--- src/rtl/friscv_pkg.sv ---
// Shared fetch-path types and constants.
`default_nettype none

package friscv_pkg;

  localparam int ARCH = 32;
  localparam int INSTR_BYTES = 4;
  localparam logic [ARCH-1:0] NOP_INSTR = 32'h0000_0013;

  typedef struct packed {
    logic [ARCH-1:0] pc;
    logic [ARCH-1:0] instr;
  } fetch_entry_t;

endpackage

`default_nettype wire

--- src/rtl/fetch_fifo.sv ---
// Flushable synchronous FIFO of fetched {pc, instr} entries.
`default_nettype none

module fetch_fifo
  import friscv_pkg::*;
#(
  parameter int DEPTH = 4,
  localparam int AW = $clog2(DEPTH)
) (
  input  logic         clk,
  input  logic         rst,
  input  logic         push,
  input  fetch_entry_t push_data,
  input  logic         pop,
  input  logic         flush,
  output fetch_entry_t head,
  output logic [AW:0]  count,
  output logic         empty,
  output logic         full
);

  fetch_entry_t mem [DEPTH];
  logic [AW:0]  wr_ptr;
  logic [AW:0]  rd_ptr;
  logic         do_push;
  logic         do_pop;

  assign count   = wr_ptr - rd_ptr;
  assign empty   = (count == '0);
  assign full    = (count == (AW+1)'(DEPTH));
  assign do_pop  = pop & ~empty & ~flush;
  // Writing the slot being popped is safe: the old head is read combinationally.
  assign do_push = push & (~full | do_pop) & ~flush;
  assign head    = mem[rd_ptr[AW-1:0]];

  always_ff @(posedge clk) begin
    if (rst || flush) begin
      wr_ptr <= '0;
      rd_ptr <= '0;
    end else begin
      if (do_push) wr_ptr <= wr_ptr + 1'b1;
      if (do_pop)  rd_ptr <= rd_ptr + 1'b1;
    end
  end

  always_ff @(posedge clk) begin
    if (do_push) mem[wr_ptr[AW-1:0]] <= push_data;
  end

endmodule

`default_nettype wire

--- src/rtl/instr_fetch.sv ---
// Fetch stage: PC generation, imem req/gnt/rvalid issue, credit-limited
// buffering of returned words, and redirect flush with in-flight discard.
`default_nettype none

module instr_fetch
  import friscv_pkg::*;
#(
  parameter logic [ARCH-1:0] RESET_PC = 32'h0000_0000,
  parameter int FETCH_BUF_DEPTH = 4,
  parameter int MAX_INFLIGHT = 2
) (
  input  logic            clk,
  input  logic            rst,
  output logic            imem_req_out,
  output logic [ARCH-1:0] imem_addr_out,
  input  logic            imem_gnt_in,
  input  logic            imem_rvalid_in,
  input  logic [ARCH-1:0] imem_rdata_in,
  input  logic            redirect_in,
  input  logic [ARCH-1:0] redirect_pc_in,
  output logic            instr_valid_out,
  input  logic            instr_ready_in,
  output logic [ARCH-1:0] instr_out,
  output logic [ARCH-1:0] pc_out
);

  localparam int CW = $clog2(FETCH_BUF_DEPTH + MAX_INFLIGHT + 1);
  localparam int AW = $clog2(FETCH_BUF_DEPTH);

  logic [ARCH-1:0] fetch_pc_q;
  logic [ARCH-1:0] resp_pc_q;
  logic [CW-1:0]   inflight_q;
  logic [CW-1:0]   inflight_d;
  logic [CW-1:0]   discard_q;
  logic [CW-1:0]   occupancy;
  logic [ARCH-1:0] target_pc;
  logic [AW:0]     fifo_count;
  logic            fifo_empty;
  logic            fifo_full;
  fetch_entry_t    fifo_head;
  fetch_entry_t    push_entry;
  logic            pop;
  logic            fire;
  logic            drop;
  logic            push;

  assign pop        = instr_valid_out & instr_ready_in;
  assign occupancy  = inflight_q + CW'(fifo_count) - CW'(pop);
  assign imem_req_out = ~rst & ~redirect_in
                      & (inflight_q < CW'(MAX_INFLIGHT))
                      & (occupancy < CW'(FETCH_BUF_DEPTH));
  assign imem_addr_out = fetch_pc_q;
  assign fire       = imem_req_out & imem_gnt_in;
  assign inflight_d = inflight_q + CW'(fire) - CW'(imem_rvalid_in);
  assign drop       = imem_rvalid_in & (discard_q != '0);
  assign push       = imem_rvalid_in & ~redirect_in & ~drop;
  assign target_pc  = redirect_pc_in & ~ARCH'(3);
  assign push_entry = '{pc: resp_pc_q, instr: imem_rdata_in};

  fetch_fifo #(.DEPTH(FETCH_BUF_DEPTH)) u_fifo (
    .clk       (clk),
    .rst       (rst),
    .push      (push),
    .push_data (push_entry),
    .pop       (pop),
    .flush     (redirect_in),
    .head      (fifo_head),
    .count     (fifo_count),
    .empty     (fifo_empty),
    .full      (fifo_full)
  );

  // Every request still unanswered after a redirect belongs to the old stream.
  always_ff @(posedge clk) begin
    if (rst) begin
      fetch_pc_q <= RESET_PC;
      resp_pc_q  <= RESET_PC;
      inflight_q <= '0;
      discard_q  <= '0;
    end else begin
      inflight_q <= inflight_d;
      if (redirect_in) begin
        fetch_pc_q <= target_pc;
        resp_pc_q  <= target_pc;
        discard_q  <= inflight_d;
      end else begin
        if (fire) fetch_pc_q <= fetch_pc_q + ARCH'(INSTR_BYTES);
        if (drop) discard_q  <= discard_q - 1'b1;
        if (push) resp_pc_q  <= resp_pc_q + ARCH'(INSTR_BYTES);
      end
    end
  end

  always_ff @(posedge clk) begin
    if (!rst) begin
      assert (!(push && fifo_full));
      assert (!(imem_rvalid_in && inflight_q == '0));
    end
  end

  assign instr_valid_out = ~fifo_empty;
  assign instr_out       = fifo_empty ? '0 : fifo_head.instr;
  assign pc_out          = fifo_empty ? '0 : fifo_head.pc;

endmodule

`default_nettype wire
--- config.mk ---
export PLATFORM = sky130hd
export DESIGN_NAME = instr_fetch
export DESIGN_NICKNAME = d
export VERILOG_FILES = /design/src/rtl/friscv_pkg.sv /design/src/rtl/fetch_fifo.sv /design/src/rtl/instr_fetch.sv
export SDC_FILE = /design/constraint.sdc
export NUM_CORES = 1
export LEC_CHECK = 0
export CAP_MARGIN = 20
export CORE_ASPECT_RATIO = 0.9
export CORE_MARGIN = 5
export CORE_UTILIZATION = 45
export DETAILED_ROUTE_END_ITERATION = 12
export PLACE_DENSITY = 0.7
export SLEW_MARGIN = 0
export SYNTH_ARGS = -nofsm -noshare
export SYNTH_HDL_FRONTEND = slang
export SYNTH_HIERARCHICAL = 1
export SYNTH_SLANG_ARGS = --single-unit
export TNS_END_PERCENT = 30
--- constraint.sdc ---
create_clock -name clk -period 10.35 [get_ports clk]
set_clock_uncertainty 0.15 [all_clocks]
set_input_delay 1.035 -clock clk [delete_from_list [all_inputs] [get_ports clk]]
set_output_delay 1.035 -clock clk [all_outputs]
set_load 0.01 [all_outputs]
Word-level counts from Yosys, hierarchy flattened --
Memories as Yosys holds them, arrays and structs flattened. A register that Yosys moved wholly into a read port is not among the register bits. Index checks and enable logic that the tools add are counted.
Operators by class: $add $sub $neg 10, $lt $le $gt $ge 2, equal/unequal tests 1, multiplexer cells 12, bitwise logic cells 18, reduce and logical (&&, ||, !) cells 7
Operators with widths (count):
- $mux 32 | 6
- $add 32x3->32 const B | 2
- $and 1x1->1 | 12
- $add 3x1->3 const B | 2
- $mux 3 | 2
- $reduce_bool 2->1 | 3
- $sub 3x1->3 | 2
- $not 1->1 | 5
- $mux 2 | 2
- $add 3x1->3 | 1
- $add 3x3->3 | 1
- $eq 3x3->1 const B | 1
- $logic_not 3->1 | 1
- $lt 3x2->1 const B | 1
- $lt 3x3->1 const B | 1
- $reduce_bool 3->1 | 1
- $sub 3x1->3 const B | 1
- $sub 3x3->3 | 1
- $mux 1 | 2
- $reduce_or 2->1 | 1
- $logic_or 1x1->1 | 1
- $or 1x1->1 | 1
Word-level totals: register bits 76, bits in writable memories 256, bits of input ports 70, output and inout port bits 98, word-level logic and storage cells 59, memories kept 1
Memory list:
- u_fifo.mem | words 4, bits a word 64, read ports 1, clocked after Yosys merged registers in 1, write ports 1, RTL line fetch_fifo.sv:22 | fetch_entry_t mem [DEPTH];

Longest topological paths before layout --
depth after elaboration 11, depth in mapped cells 23, mapped depth without buffers 21

By module --
The synthesis kept the hierarchy.
By module, submodules not included:
- fetch_fifo | times used 1, cells each 390, area each 9725.6 um^2, sequential area each 7847.5 um^2
- instr_fetch | times used 1, cells each 513, area each 4330.4 um^2, sequential area each 1321.3 um^2

Least setup slack after synthesis --
No wires, ideal clock.
path kind register -> register, start reg u_fifo.wr_ptr[0], end mem u_fifo/mem[1][0] (netlist name), enable pin, setup time 578 ps, arrival time 6919 ps, data required time 9622 ps, slack 2703 ps, stages on the path, launching flop included 11, buffers on the path 1, clock period less this slack 7647 ps, path through dfxtp_1 inv_1 ha_1 fa_1 xnor3_2 inv_1 nor2_1 clkbuf_1 nor2b_1 o31ai_4 nor3b_1
Between the ends: word-level cells in the longest chain between the ends 11, elaborated cells between the ends (all ways) 13, classes of those cells add/sub (1); eq/ne (1); mux (2); bitwise (8); reduce/logical (1)
RTL lines:
- start: declaration | RTL line fetch_fifo.sv:23 | logic [AW:0] wr_ptr;
- start signal: assignment | RTL line fetch_fifo.sv:41 | if (do_push) wr_ptr <= wr_ptr + 1'b1;
- $sub 3x3->3 | RTL line fetch_fifo.sv:28 | assign count = wr_ptr - rd_ptr;
- via fifo_count[2] | RTL line instr_fetch.sv:37 | logic [AW:0] fifo_count;
- $logic_not 3->1 | RTL line fetch_fifo.sv:29 | assign empty = (count == '0);
- via fifo_empty | RTL line instr_fetch.sv:38 | logic fifo_empty;
- $not 1->1 | RTL line instr_fetch.sv:101 | assign instr_valid_out = ~fifo_empty;
- $and 1x1->1 | RTL line instr_fetch.sv:47 | assign pop = instr_valid_out & instr_ready_in;
- via pop | RTL line instr_fetch.sv:42 | logic pop;
- $and 1x1->1 (2 in series) | RTL line fetch_fifo.sv:31 | assign do_pop = pop & ~empty & ~flush;
- $or 1x1->1 | RTL line fetch_fifo.sv:33 | assign do_push = push & (~full | do_pop) & ~flush;
- $and 1x1->1 (2 in series) | RTL line fetch_fifo.sv:33
- $mux 1 | RTL line fetch_fifo.sv:47 | if (do_push) mem[wr_ptr[AW-1:0]] <= push_data;
- $mux 1 (implied by the code) | RTL line fetch_fifo.sv:47
- end: declaration | RTL line fetch_fifo.sv:22
The timed path passes the listed nets, and every way through them passes these cells.

Worst setup path in the final report --
start reg u_fifo.wr_ptr[0], end reg discard_q[2]
Between the ends: word-level cells in the longest chain between the ends 11, elaborated cells between the ends (all ways) 12, classes of those cells add/sub (5); order compare (1); mux (1); bitwise (4); reduce/logical (1)
RTL lines:
- $sub 3x3->3 | RTL line fetch_fifo.sv:28
- via fifo_count[2] | RTL line instr_fetch.sv:37
- $logic_not 3->1 | RTL line fetch_fifo.sv:29
- via fifo_empty | RTL line instr_fetch.sv:38
- $not 1->1 | RTL line instr_fetch.sv:101
- $and 1x1->1 | RTL line instr_fetch.sv:47
- via pop | RTL line instr_fetch.sv:42
- $sub 3x1->3 | RTL line instr_fetch.sv:48 | assign occupancy = inflight_q + CW'(fifo_count) - CW'(pop);
- $lt 3x3->1 | RTL line instr_fetch.sv:51 | & (occupancy < CW'(FETCH_BUF_DEPTH));
- $and 1x1->1 | RTL line instr_fetch.sv:51
- $and 1x1->1 | RTL line instr_fetch.sv:53 | assign fire = imem_req_out & imem_gnt_in;
- $add 3x1->3 | RTL line instr_fetch.sv:54 | assign inflight_d = inflight_q + CW'(fire) - CW'(imem_rvalid_in);
- $sub 3x1->3 | RTL line instr_fetch.sv:54
- $mux 3 | RTL line instr_fetch.sv:82 | if (redirect_in) begin
- end signal: assignment | RTL line instr_fetch.sv:85 | discard_q <= inflight_d;
- end signal: assignment | RTL line instr_fetch.sv:88 | if (drop) discard_q <= discard_q - 1'b1;
- end: declaration | RTL line instr_fetch.sv:34 | logic [CW-1:0] discard_q;
The timed path passes the listed nets, and every way through them passes these cells. A chain may end at the register's enable or synchronous reset.

==> impl_metrics.env <==
export IMPL_hold_viol_final=0
export IMPL_switching_power_uw=648
export IMPL_multiInputGateArea_um2=4610
export IMPL_tightest_slew_ns=1.03
export IMPL_fin_nets=1159
export IMPL_worst_r2r_startpoint="u_fifo/wr_ptr[0]$_SDFFE_PP0P_"
export IMPL_cts_setup_buffers=0
export IMPL_cp_start_kind="register"
export IMPL_final_area_um2=17200
export IMPL_grtUsageTotal=0.173
export IMPL_max_freq_ghz=0.169
export IMPL_min_from="u_fifo/wr_ptr[0]$_SDFFE_PP0P_"
export IMPL_root_buffer="clkbuf_16"
export IMPL_drt_iter0_markers=433
export IMPL_r2r_end="discard_q[2]$_SDFFE_PP0P_"
export IMPL_routed_wl_um=30000
export IMPL_grt_ovfl_total=0
export IMPL_port_buffers=163
export IMPL_hp_class="register to register"
export IMPL_fin_crit_sh=0.573
export IMPL_detail_route_antenna_nets=0
export IMPL_end_kind="register"
export IMPL_rows=61
export IMPL_grt_antenna_before_repair=0
export IMPL_dieArea_um2=34900
export IMPL_drt_vias_per_instance=5.40
export IMPL_clockPowerShare=0.408
export IMPL_fillers=2453
export IMPL_synthCells=902
export IMPL_antenna_cells=0
export IMPL_tns_ns=0
export IMPL_comb_power_share=0.083
export IMPL_grt_pass1_vias=8299
export IMPL_hold_buffers=0
export IMPL_total_leakage_power_uw=0.00541
export IMPL_critPathMaxFanout=66
export IMPL_slew_headroom=0.313
export IMPL_cts_max_path_buffers=3
export IMPL_globalplace_congestion=0.820
export IMPL_hpwl_um=18400
export IMPL_avgSynthCellArea_um2=15.6
export IMPL_setup_viol=0
export IMPL_crit_arrival_ns=6.18
export IMPL_status="finished, final reports clean"
export IMPL_place_area_um2=16100
export IMPL_critPathSlowestCell="buf_4"
export IMPL_drc=0
export IMPL_start_util=0.456
export IMPL_seqPwrFrac=0.509
export IMPL_syn2layout_area_growth_pct=22.6
export IMPL_slowest_delay_ns=0.61
export IMPL_core_um2=30800
export IMPL_syn_cell_area_um2=14100
export IMPL_grt_max_degree=67
export IMPL_cts_htree_levels=2
export IMPL_wl_met1_um=14000
export IMPL_rsz0062_at_grt="no"
export IMPL_io_pins=168
export IMPL_cts_sinks=330
export IMPL_drive_above_1_share=0.130
export IMPL_vias=8139
export IMPL_cts_tree="built"
export IMPL_switching_share=0.219
export IMPL_hold_depth=2
export IMPL_drt_wirelength_per_cell_um=19.9
export IMPL_power_density_nw_per_um2=172
export IMPL_grt_pass1_wl_um=47500
export IMPL_area_sequential_um2=9170
export IMPL_period_needed_ns=5.93
export IMPL_drtPass1Iterations=4
export IMPL_holdPathEnd="u_fifo/wr_ptr[0]$_SDFFE_PP0P_"
export IMPL_final_max_slew_violation_count=0
export IMPL_drv_cap=0
export IMPL_critPathKind="register to register"
export IMPL_highest_layer="met4"
export IMPL_die_w_um=196
export IMPL_yosys_warnings=6
export IMPL_reg2reg_depth=22
export IMPL_cp_required_ns=10.60
export IMPL_path_cells="inv_1 > ha_1 > fa_1 > xnor3_2 > inv_1 > nor2_4 > buf_4 > nor2b_1 > ha_1 > inv_1 > ha_1 > nand3b_1 > nand4b_2 > nand2_2 > inv_2 > ha_1 > inv_1 > ha_1 > fa_1 > xor2_1 > nor2_1 > o21a_1"
export IMPL_numCtsBuffers=35
export IMPL_post_route_util=0.559
export IMPL_ctsResizeCount=0
export IMPL_clk_latency_ns=0.51
export IMPL_timing_hold_ws_ns=0.356
export IMPL_cpMostUsedCell="ha_1"
export IMPL_p_int_uw=2310
export IMPL_clkTransAtPathRegs_ns=0.06
export IMPL_dr_wl_met3_um=1880
export IMPL_peakVddDrop_uv=129
export IMPL_die_h_um=178
export IMPL_total_power_uw=2960
export IMPL_ff2ff_setup_slack_ns=4.42
export IMPL_wl_met2_um=13700
-- power groups by stage --
stage | registers (µW) | logic [µW] | clock network, µW
6_report | 1510 | 246 | 1210
5_1_grt | 1510 | 274 | 1300
4_1_cts | 1510 | 249 | 1240
3_5_place_dp | 1540 | 247 | 0
3_3_place_gp | 1530 | 244 | 0
2_1_floorplan | 1530 | 139 | 0
-- registers in the layout, summed over array words and instances (netlist names), named ones only --
signal,cells
discard_q,3
imem_addr_out,30
inflight_q,3
resp_pc_q,30
u_fifo/mem,256
u_fifo/rd_ptr,3
u_fifo/wr_ptr,3
-- stage by stage --
stage                     worst slack [ns]  cells
final                                 4.42   1507
after global routing                  3.94   1507
after CTS                             4.36   1507
after detailed placement              4.39   1443
after global placement                4.45   1443
after floorplan                       2.72    911
-- per-layer routing --
metal | vias to the layer above | global-route usage
met2 | 239 | 0.271
met1 | 4034 | 0.255
met5 | - | 0
met3 | 34 | 0.0345
li1 | 3832 | -
met4 | 0 | 0.0361
-- critical path, delay by kind of cell, from the launching register on --
family,cells,cell delay [ns]
simple gates,6,1.60
buf+inv,6,1.03
xor+xnor,2,0.51
compound gates,1,0.20
flops,1,0.38
fa+ha+maj,7,1.95
-- cells in the final DEF, fill, tap and decap left out, types with 29 or more instances in the layout --
cell / count
nor2b_1: 68
inv_1: 29
edfxtp_1: 256
xnor2_1: 37
mux4_2: 64
nand2_1: 34
clkdlybuf4s50_1: 163
clkbuf_16: 36
a21boi_0: 36
dfxtp_1: 72
-- final cells by class --
class	count	area share
clock buffer	46	0.0545
clock inverter	18	0.0104
inverter	31	0.00675
multi-input combinational	501	0.268
sequential	330	0.532
tap	409	0.0297
timing repair buffer	172	0.0986
-- worst max-delay path by stage --
| stage | startpoint | to | slack [ns] | cells past startpoint |
|---|---|---|---|---|
| after global routing | u_fifo/wr_ptr[0]$_SDFFE_PP0P_ | discard_q[2]$_SDFFE_PP0P_ | 3.94 | 22 |
| after detailed placement | u_fifo/wr_ptr[0]$_SDFFE_PP0P_ | discard_q[2]$_SDFFE_PP0P_ | 4.39 | 22 |
| after global placement | u_fifo/wr_ptr[0]$_SDFFE_PP0P_ | discard_q[2]$_SDFFE_PP0P_ | 4.45 | 22 |
| after CTS | u_fifo/wr_ptr[0]$_SDFFE_PP0P_ | imem_req_out | 4.36 | 16 |
| after floorplan | u_fifo/wr_ptr[0]$_SDFFE_PP0P_ | u_fifo/mem[1][0]$_DFFE_PP_ | 2.72 | 10 |
| final | u_fifo/wr_ptr[0]$_SDFFE_PP0P_ | discard_q[2]$_SDFFE_PP0P_ | 4.42 | 22 |
No activity file was read; power rests on OpenSTA's default activity.
